[src/rtl/sram_test_status.sv]
// Status tracker for the SRAM tester: iteration count, first-failure snapshot, LEDs.
// Optional watchdog (STALL state) enabled by defining SRAM_TEST_STATUS_WDOG_EN.
module sram_test_status #(
    parameter int DATA_BITS    = 16,
    parameter int ITER_BITS    = 16,
    parameter int BLINK_CYCLES = 12000000,
    parameter int WDOG_CYCLES  = 1 << 24
) (
    input  logic                 clk,
    input  logic                 reset,
    input  logic                 test_done,
    input  logic                 test_pass,
    input  logic [2:0]           pattern_state,
    input  logic [DATA_BITS-1:0] read_data,
    input  logic [DATA_BITS-1:0] expected_data,
    output logic [ITER_BITS-1:0] iter_count,
    output logic                 fail_latched,
    output logic [DATA_BITS-1:0] fail_read_data,
    output logic [DATA_BITS-1:0] fail_expected_data,
    output logic [2:0]           fail_pattern_state,
    output logic [ITER_BITS-1:0] fail_iter,
    output logic                 led_pass,
    output logic                 led_fail,
    output logic                 wdog_tripped
);
    localparam logic [1:0] ST_RUN   = 2'd0;
    localparam logic [1:0] ST_FAIL  = 2'd1;
    localparam logic [1:0] ST_STALL = 2'd2;

    localparam int HB_W = (BLINK_CYCLES > 1) ? $clog2(BLINK_CYCLES) : 1;
    localparam logic [HB_W-1:0] HB_LAST = HB_W'(BLINK_CYCLES - 1);

    logic [1:0]           state_q, state_d;
    logic                 pass_q;
    logic [DATA_BITS-1:0] rd_q, exp_q;
    logic [2:0]           pst_q;
    logic [ITER_BITS-1:0] iter_q, iter_d;
    logic                 fl_q;
    logic [DATA_BITS-1:0] frd_q, fexp_q;
    logic [2:0]           fpst_q;
    logic [ITER_BITS-1:0] fiter_q;
    logic [HB_W-1:0]      hb_q, hb_d;
    logic                 lp_q, lp_d;
    logic                 lf_q;
    logic                 fail_now_s;
    logic                 wdog_exp_s;
    logic                 take_snap_s;

`ifdef SRAM_TEST_STATUS_WDOG_EN
    localparam int WD_W = (WDOG_CYCLES > 1) ? $clog2(WDOG_CYCLES) : 1;
    localparam logic [WD_W-1:0] WD_LAST = WD_W'(WDOG_CYCLES - 1);

    logic [WD_W-1:0] wd_q, wd_d;
    logic            wt_q;

    // Watchdog counter: restarts on every completed iteration, advances only while running
    always_comb begin
        wd_d = wd_q;
        if (test_done) begin
            wd_d = '0;
        end else if (state_q == ST_RUN && wd_q != WD_LAST) begin
            wd_d = wd_q + WD_W'(1);
        end else begin
            wd_d = wd_q;
        end
    end

    assign wdog_exp_s = (state_q == ST_RUN) && (wd_q == WD_LAST) && !test_done;

    // Watchdog state and sticky trip flag
    always_ff @(posedge clk) begin
        if (reset) begin
            wd_q <= '0;
            wt_q <= 1'b0;
        end else begin
            wd_q <= wd_d;
            wt_q <= wt_q | ((state_q == ST_RUN) && (state_d == ST_STALL));
        end
    end

    assign wdog_tripped = wt_q;
`else
    logic [31:0] wdog_cfg_unused_s;
    assign wdog_cfg_unused_s = 32'(WDOG_CYCLES);
    assign wdog_exp_s        = 1'b0;
    assign wdog_tripped      = 1'b0;
`endif

    // Pass flag is sampled alongside the data pipe so the snapshot lines up with the miscompare
    assign fail_now_s  = (state_q == ST_RUN) && !pass_q;
    assign take_snap_s = (state_q == ST_RUN) && (state_d == ST_FAIL);

    // Next state, iteration count and heartbeat
    always_comb begin
        state_d = state_q;
        iter_d  = iter_q;
        hb_d    = hb_q;
        lp_d    = lp_q;
        case (state_q)
            ST_RUN: begin
                if (fail_now_s) begin
                    state_d = ST_FAIL;
                end else if (wdog_exp_s) begin
                    state_d = ST_STALL;
                end else begin
                    state_d = ST_RUN;
                end
            end
            ST_FAIL:  state_d = ST_FAIL;
            ST_STALL: state_d = ST_STALL;
            default:  state_d = ST_FAIL;
        endcase
        if (state_q == ST_RUN && test_done && test_pass && iter_q != '1) begin
            iter_d = iter_q + ITER_BITS'(1);
        end else begin
            iter_d = iter_q;
        end
        if (state_d == ST_RUN) begin
            if (hb_q == HB_LAST) begin
                hb_d = '0;
                lp_d = ~lp_q;
            end else begin
                hb_d = hb_q + HB_W'(1);
                lp_d = lp_q;
            end
        end else begin
            hb_d = hb_q;
            lp_d = 1'b0;
        end
    end

    // Registered state, input pipe, snapshot and LEDs
    always_ff @(posedge clk) begin
        if (reset) begin
            state_q <= ST_RUN;
            pass_q  <= 1'b1;
            rd_q    <= '0;
            exp_q   <= '0;
            pst_q   <= 3'd0;
            iter_q  <= '0;
            fl_q    <= 1'b0;
            frd_q   <= '0;
            fexp_q  <= '0;
            fpst_q  <= 3'd0;
            fiter_q <= '0;
            hb_q    <= '0;
            lp_q    <= 1'b0;
            lf_q    <= 1'b0;
        end else begin
            state_q <= state_d;
            pass_q  <= test_pass;
            rd_q    <= read_data;
            exp_q   <= expected_data;
            pst_q   <= pattern_state;
            iter_q  <= iter_d;
            hb_q    <= hb_d;
            lp_q    <= lp_d;
            lf_q    <= (state_d != ST_RUN);
            if (take_snap_s) begin
                fl_q    <= 1'b1;
                frd_q   <= rd_q;
                fexp_q  <= exp_q;
                fpst_q  <= pst_q;
                fiter_q <= iter_q;
            end
        end
    end

    assign iter_count         = iter_q;
    assign fail_latched       = fl_q;
    assign fail_read_data     = frd_q;
    assign fail_expected_data = fexp_q;
    assign fail_pattern_state = fpst_q;
    assign fail_iter          = fiter_q;
    assign led_pass           = lp_q;
    assign led_fail           = lf_q;
endmodule

[config.mk]
export PLATFORM = sky130hd
export DESIGN_NAME = sram_test_status
export DESIGN_NICKNAME = d
export VERILOG_FILES = /design/src/rtl/sram_test_status.sv
export SDC_FILE = /design/constraint.sdc
export NUM_CORES = 1
export LEC_CHECK = 0
export CAP_MARGIN = 25
export CORE_MARGIN = 5
export CORE_UTILIZATION = 54
export CTS_CLUSTER_DIAMETER = 150
export DETAILED_ROUTE_END_ITERATION = 12
export PLACE_DENSITY_LB_ADDON = 0.3
export SLEW_MARGIN = 20
export SYNTH_ARGS = -nofsm -noshare
export SYNTH_HDL_FRONTEND = slang
export SYNTH_SLANG_ARGS = --single-unit
[constraint.sdc]
create_clock -name clk -period 5.2 [get_ports clk]
set_input_delay 0.78 -clock clk [delete_from_list [all_inputs] [get_ports clk]]
set_output_delay 0.78 -clock clk [all_outputs]
set_load 0.05 [all_outputs]
Yosys cells after proc, flatten, opt, wreduce, memory -nomap -nowiden
Index checks and enable logic that the tools add are counted.
{"block": "totals", "word_cells": 35, "out_inout_bits": 71, "regBits": 132}
{"block": "op_classes", "eq_ne": 4, "n_reduce_logical": 10, "bitwise_logic": 2, "add_sub_neg": 2, "n_mux": 3}
{"operator": "$add A24 B1 Y24 const B", "n": 1}
{"operator": "$eq A24 B24 Y1 const B", "n": 1}
{"operator": "$mux W24", "n": 1}
{"operator": "$add A16 B1 Y16 const B", "n": 1}
{"operator": "$ne A16 B16 Y1 const B", "n": 1}
{"operator": "$logic_and A1 B1 Y1", "n": 5}
{"operator": "$logic_not A2 Y1", "n": 2}
{"operator": "$pmux W2 S2", "n": 1}
{"operator": "$eq A2 B1 Y1 const B", "n": 1}
{"operator": "$eq A2 B2 Y1 const B", "n": 1}
{"operator": "$not A1 Y1", "n": 2}
{"operator": "$reduce_bool A2 Y1", "n": 1}
{"operator": "$reduce_or A2 Y1", "n": 1}
{"operator": "$logic_not A1 Y1", "n": 1}
{"operator": "$mux W1", "n": 1}

Logic depth before layout (Yosys ltp)
Gate-level depths: netlist (run 1).
{"block": "depth", "ltp_word": 7, "ltp_mapped": 6, "ltp_nobuf": 5}

Least setup slack after synthesis (run 1)
OpenSTA, ideal clock, no wires.
{"block": "synth_path", "kind": "reg-to-reg", "start": "register iter_q[0], in the netlist iter_count[0]", "end": "register iter_q[6], in the netlist iter_count[6]", "setup_slack_ns": 2.987, "t_required_ns": 5.079, "arrival_ns": 2.092, "path_buffers": 1, "stages_incl_launch_ff": 7, "setup_time_ns": 0.121, "cell_sequence": "dfxtp_1 ha_1 nand3_1 nor3_1 clkbuf_1 a211oi_1 mux2_2"}
{"block": "synth_via", "elab_chain_cells": 2, "elab_cells_between_ends": 3, "cone_classes": "add/sub: 1; eq/ne: 1; reduce/logical: 1"}
{"element": "start: declaration", "line_no": "37", "source": "logic [ITER_BITS-1:0] iter_q, iter_d;"}
{"element": "start signal: assignment", "line_no": "155", "source": "iter_q <= iter_d;"}
{"element": "parallel branches: the longest is 2 deep, another holds $add A16 B1 Y16"}
Parallel ways; which one is timed is not known.
A chain may end at the register's enable or synchronous reset.

Worst setup path in the final report (run 1)
{"block": "layout_path", "start": "register iter_q[14], in the netlist iter_count[14]", "end": "output port iter_count[14]"}
{"element": "end: declaration", "line_no": "16", "source": "output logic [ITER_BITS-1:0] iter_count,"}
No word-level cell between the ends.

==> impl_metrics.json, run 1 <==
{
  "cp.required_ns": 4.42,
  "peakVddDrop_v": 0.0002349,
  "yosys.area_share.simple_pct": 26.24,
  "critical_path_class": "register to primary output",
  "slew_headroom_pct": 35.90,
  "layout.nets": 699,
  "synth-seq-area-share_pct": 53.96,
  "swShare_pct": 24.60,
  "clock_skew_ns": 0.005012,
  "p_leak_uw": 0.002265,
  "grt_pass1_wl_mm": 19.31,
  "drc_errors": 0,
  "die_x_um": 105.2,
  "ys_ff_latch": 132,
  "drv_slew": 0,
  "multi_input_area_um2": 2105,
  "h-tree-depth": 4,
  "p_clk_share_pct": 48.1,
  "rsz0062_at_grt": "false",
  "root_buffer": "clkbuf_8",
  "p_seq_share_pct": 45.1,
  "postCtsSetupRepairBufs": 0,
  "clock_sinks": 132,
  "muxShareOfSynthArea_pct": 2.504,
  "syn_area_um2": 4897,
  "via_per_inst": 5.418,
  "critical_path_buf_inv_count": 1,
  "critical-path-max-stage-delay_ns": 0.86,
  "first_pass_iters": 5,
  "power_switching_uw": 574.9,
  "grt_use_total_pct": 20.85,
  "io_pins": 110,
  "fin_setup_tns_ns": 0,
  "fmax_ghz": 0.3830,
  "tightestPinTransition_ns": 0.9615,
  "synth_edf_count": 0,
  "cts_tree": "built",
  "max-cap-violations": 0,
  "path_clk_slew_ns": 0.06,
  "period_share_pct": 50.21,
  "postCtsHoldBufs": 0,
  "routabilityCongestion": 0.8451,
  "synth_xor_area_share_pct": 1.431,
  "synth_compound_area_share_pct": 12.08,
  "utilization_pct": 75.23,
  "num_vias": 4221,
  "drt-total-wl_mm": 11.66,
  "synth_top_family_by_area": "simple AND/OR/NAND/NOR gates",
  "synth_cell_types": 40,
  "hold_viol": 0,
  "setup_viol": 0,
  "portBuffers": 108,
  "synth_nets": 599,
  "final_cell_mix": "dfxtp_1, nand2_1, clkdlybuf4s50_1",
  "nFillCells": 634,
  "path_cells": "clkdlybuf4s50_1",
  "clock_latency_ns": 0.51,
  "core_area_um2": 8763,
  "drive_gt1_share_pct": 8.048,
  "intPower_uw": 1763,
  "netlist_instances": 558,
  "powerDensity_nw_per_um2": 354.6,
  "status": "complete, no violations",
  "comb_power_share_pct": 6.8,
  "numCtsBuffers": 17,
  "period_minus_slack_ns": 2.611,
  "antenna_found_initial": 0,
  "grt_pass1_vias": 4063,
  "cp_top_family": "buffers and inverters",
  "async_reset_ff_share_pct": 0,
  "cts-resized-gates": 0,
  "start_kind": "register",
  "yosys_warnings": 0,
  "synthAdderAreaFrac_pct": 0.5110,
  "start_util_pct": 55.88,
  "drt_iter0_drc": 195,
  "path_max_fanout": 7,
  "endpoint_kind": "primary output",
  "hp-class": "register to register",
  "syn-mean-instance-area_um2": 8.776,
  "antenna_cells": 0,
  "wl_per_cell_um": 14.97,
  "cp.arrival_ns": 1.83,
  "clk_path_buf_depth": 2,
  "synthFlopType": "dfxtp_1",
  "die_area_um2": 11070,
  "grt_start_max_net_pins": 79,
  "core.rowCount": 34,
  "critPathSlowestCell": "clkdlybuf4s50_1",
  "postRouteAntennaNets": 0,
  "register_area_um2": 2643,
  "layout_commonest_cell": "dfxtp_1",
  "hpwl_mm": 7.513,
  "grt_remaining_overflow": 0,
  "die_h_um": 105.2,
  "syn_to_final_growth_pct": 34.62
}
-- through the flow --
step	power (uW)	hold WS [ns]	setup WS, ns	std cells	cell area, um^2
2_1_floorplan	1170	0.4174	2.987	558	4897
3_3_place_gp	1230	0.4182	2.541	747	6021
3_5_place_dp	1235	0.4271	2.479	747	6021
4_1_cts	2355	0.4331	2.575	779	6593
5_1_grt	2424	0.4487	2.535	779	6593
6_report	2337	0.4276	2.589	779	6593
-- area by class of cell --
type / instances / area share, %
clock inverter: 14 / 2.183
sequential: 132 / 40.08
inverter: 8 / 0.4555
tap: 108 / 2.050
multi-input combinational: 387 / 31.92
clock buffer: 18 / 6.491
timing repair buffer: 112 / 16.82
-- layer usage --
layer,vias up,GRT usage [%],part of all wire [%]
li1,2103,-,-
met4,0,7.032,1.1
met1,1985,24.90,41
met5,-,0,0
met3,11,5.440,5.4
met2,122,36.28,52
-- final timing paths --
| kind | start | end | slack (ns) | cells after the start |
|---|---|---|---|---|
| worst max-delay path | iter_count[14] | iter_count[14] | 2.59 | 1 |
| worst min register to register | pst_q[1] | fail_pattern_state[1] | 0.43 | 2 |
| worst min-delay path | pst_q[1] | fail_pattern_state[1] | 0.43 | 2 |
| worst max register to register | state_q[0] | hb_q[22] | 2.71 | 4 |
-- power by group through the flow --
stage | logic, uW | registers (uW) | clock network (uW)
finish | 159 | 1050 | 1130
global route | 172 | 1060 | 1200
CTS | 161 | 1050 | 1140
detailed placement | 160 | 1070 | 0
global placement | 157 | 1070 | 0
floorplan | 61.9 | 1110 | 0
-- cell families after synthesis --
| family | Yosys count |
|---|---|
| fa+ha+maj | 2 |
| other cells | 1 |
| compound gates | 106 |
| mux | 11 |
| xor+xnor | 8 |
| simple gates | 259 |
| buf+inv | 39 |
| flops | 132 |
-- registers in the layout (all words and copies together) (netlist names) --
name,cells
pst_q,3
fail_read_data,16
led_pass,1
led_fail,1
fail_pattern_state,3
iter_count,16
pass_q,1
rd_q,16
state_q,2
hb_q,24
fail_iter,16
fail_latched,1
fail_expected_data,16
exp_q,16
-- cells in the mapped netlist (all sizes together), types with 10 or more instances --
| cell | n | area share, % |
|---|---|---|
| a21oi | 76 | 7.8 |
| clkbuf | 25 | 1.9 |
| dfxtp | 132 | 54 |
| mux2 | 10 | 2.3 |
| nand2 | 120 | 9.2 |
| nand3 | 11 | 1.1 |
| nand4 | 13 | 1.7 |
| nor2 | 24 | 1.8 |
| nor2b | 44 | 5.6 |
| o21ai | 12 | 1.2 |
| or3 | 11 | 1.4 |
| or4 | 14 | 2.2 |
(Power assumes the default switching activity.)
==> run 2, diff against run 1 <==
--- a/config.mk
+++ b/config.mk
@@ -7,7 +7,7 @@
 export LEC_CHECK = 0
 export CAP_MARGIN = 25
 export CORE_MARGIN = 5
-export CORE_UTILIZATION = 54
+export CORE_UTILIZATION = 45
 export CTS_CLUSTER_DIAMETER = 150
 export DETAILED_ROUTE_END_ITERATION = 12
 export PLACE_DENSITY_LB_ADDON = 0.3
==> constraint.sdc (replaced) <==
create_clock -name clk -period 2.15 [get_ports clk]
set_input_delay 0.3225 -clock clk [delete_from_list [all_inputs] [get_ports clk]]
set_output_delay 0.3225 -clock clk [all_outputs]
set_load 0.05 [all_outputs]
==> run 2 against run 1 <==
  * Combinational power rose to 2.6 times the previous value
  * Final cell count grew 6.0%
  * Highest routed layer unchanged
  * Core utilization is 12 points lower
  * Hold slack worse by 0.18 ns
  * Critical endpoint is now hb_q[15]
  * Critical path depth rose by 4
  * Clock-buffer cell count unchanged
  * Power increased by 150%
  * Worst setup slack worse by 2.5 ns
  * Global-route usage decreased by 2.3 points
  * Design area grew 3.5%
  * Flip-flop and latch count stayed put
  * Routed wire length rose by 0.33%
==> impl_metrics.json, run 2 (synthesis gave the netlist of run 1 again) <==
{
  "status": "complete, no violations",
  "grt_start_max_net_pins": 54,
  "powerDensity_nw_per_um2": 853.8,
  "clock_sinks": 132,
  "period_share_pct": 98.03,
  "portBuffers": 108,
  "worstHoldStart": "reset",
  "syn_to_final_growth_pct": 39.27,
  "critical_path_buf_inv_count": 1,
  "core_area_um2": 10750,
  "critical-path-max-stage-delay_ns": 0.59,
  "tightestPinTransition_ns": 0.5523,
  "layout.nets": 714,
  "period_minus_slack_ns": 2.108,
  "max-cap-violations": 0,
  "critPathSlowestCell": "or4_4",
  "num_vias": 4242,
  "cp_top_family": "simple AND/OR/NAND/NOR gates",
  "reg2reg_from": "pass_q",
  "grt_pass1_vias": 4179,
  "largest_reg_flops": 24,
  "drc_errors": 0,
  "fmax_ghz": 0.4745,
  "cp.arrival_ns": 2.55,
  "postRouteAntennaNets": 0,
  "drv_slew": 0,
  "p_leak_uw": 0.002483,
  "fin_area_um2": 6820,
  "hold_viol": 0,
  "drt-total-wl_mm": 11.70,
  "critical_path_class": "register to register",
  "hp-class": "input pin to register",
  "grt_use_total_pct": 18.57,
  "via_per_inst": 5.136,
  "layout_commonest_cell": "dfxtp_1",
  "regMostFlops": "hb_q",
  "start_util_pct": 45.58,
  "numCtsBuffers": 17,
  "first_pass_iters": 5,
  "clock_skew_ns": 0.004412,
  "cp.required_ns": 2.59,
  "setup_viol": 0,
  "antenna_cells": 0,
  "die_area_um2": 13070,
  "io_pins": 110,
  "core.rowCount": 38,
  "hpwl_mm": 7.943,
  "die_x_um": 114.3,
  "path_clk_slew_ns": 0.06,
  "utilization_pct": 63.47,
  "endpoint_kind": "register",
  "postCtsHoldBufs": 0,
  "start_kind": "register",
  "path_cells": "or3b_4, or4_4, buf_4, or3_1, a21oi_1",
  "fin_cells": 826,
  "drive_gt1_share_pct": 10.79,
  "clock_latency_ns": 0.52,
  "h-tree-depth": 4,
  "clk_path_buf_depth": 2,
  "place_area_um2": 6213,
  "startpoint": "pass_q",
  "drt_iter0_drc": 286,
  "peakVddDrop_v": 0.0004174,
  "die_h_um": 114.3,
  "numPlacedInstances": 794,
  "root_buffer": "clkbuf_8",
  "wl_per_cell_um": 14.16,
  "grt_remaining_overflow": 0,
  "final_cell_mix": "dfxtp_1, nand2_1, clkdlybuf4s50_1",
  "slew_headroom_pct": 63.06,
  "routabilityCongestion": 0.8261,
  "antenna_found_initial": 0,
  "grt_pass1_wl_mm": 19.58,
  "path_max_fanout": 8,
  "cts_tree": "built",
  "postCtsSetupRepairBufs": 0
}
-- run 2: cell types whose count changed in the layout (fill, tap and decap cells not counted), moves of 2 or more --
cell,change
buf_12,+3
buf_4,+12
bufinv_16,+2
clkdlybuf4s50_1,-14
clkinv_2,+2
clkinv_4,-4
dfxtp_1,-2
dfxtp_2,+2
dlygate4sd2_1,+10
dlymetal6s2s_1,+4
-- run 2: layer usage --
metal | vias up | global-route usage, % | part of all wire [%]
li1 | 2143 | - | -
met4 | 0 | 5.859 | 1.1
met5 | - | 0 | 0
met3 | 15 | 5.708 | 5.9
met2 | 108 | 31.65 | 50
met1 | 1976 | 22.43 | 43
-- run 2: power breakdown --
part           internal (uW)  switching [uW]
registers               2510            32.1
logic                    172             238
clock network           1780            1090
-- run 2: timing repair --
action | 4_1_cts | 5_1_grt
resized for setup | 10 | 8
endpoints found under the hold margin | 0 | 0
endpoints found under the setup margin | 10 | 11
-- run 2: per-stage QoR --
| step | total power [uW] | worst slack (ns) | setup TNS [ns] | hold slack (ns) |
|---|---|---|---|---|
| CTS | 5878 | 0.0008187 | 0 | 0.2243 |
| floorplan | 2831 | 0.08792 | 0 | 0.4174 |
| detailed placement | 3011 | 0.03560 | 0 | 0.4284 |
| global placement | 3001 | 0.06369 | 0 | 0.4194 |
| global route | 6033 | -0.006728 | -0.008477 | 0.2575 |
| finish | 5823 | 0.04246 | 0 | 0.2485 |
-- run 2: final timing paths --
path                            cells past startpoint  slack (ns)                 end
worst max-delay path                                5        0.04            hb_q[15]
worst min-delay path                                2        0.25          state_q[0]
worst max register to register                      5        0.04            hb_q[15]
worst min register to register                      2        0.43  fail_read_data[12]
-- run 2: layout make-up --
class,instances,area (um^2)
clock buffer,18,417.9
fill,928,3925
timing repair buffer,127,1256
clock inverter,14,175.2
multi-input combinational,387,2121
sequential,132,2645
inverter,8,30.03
tap,140,175.2
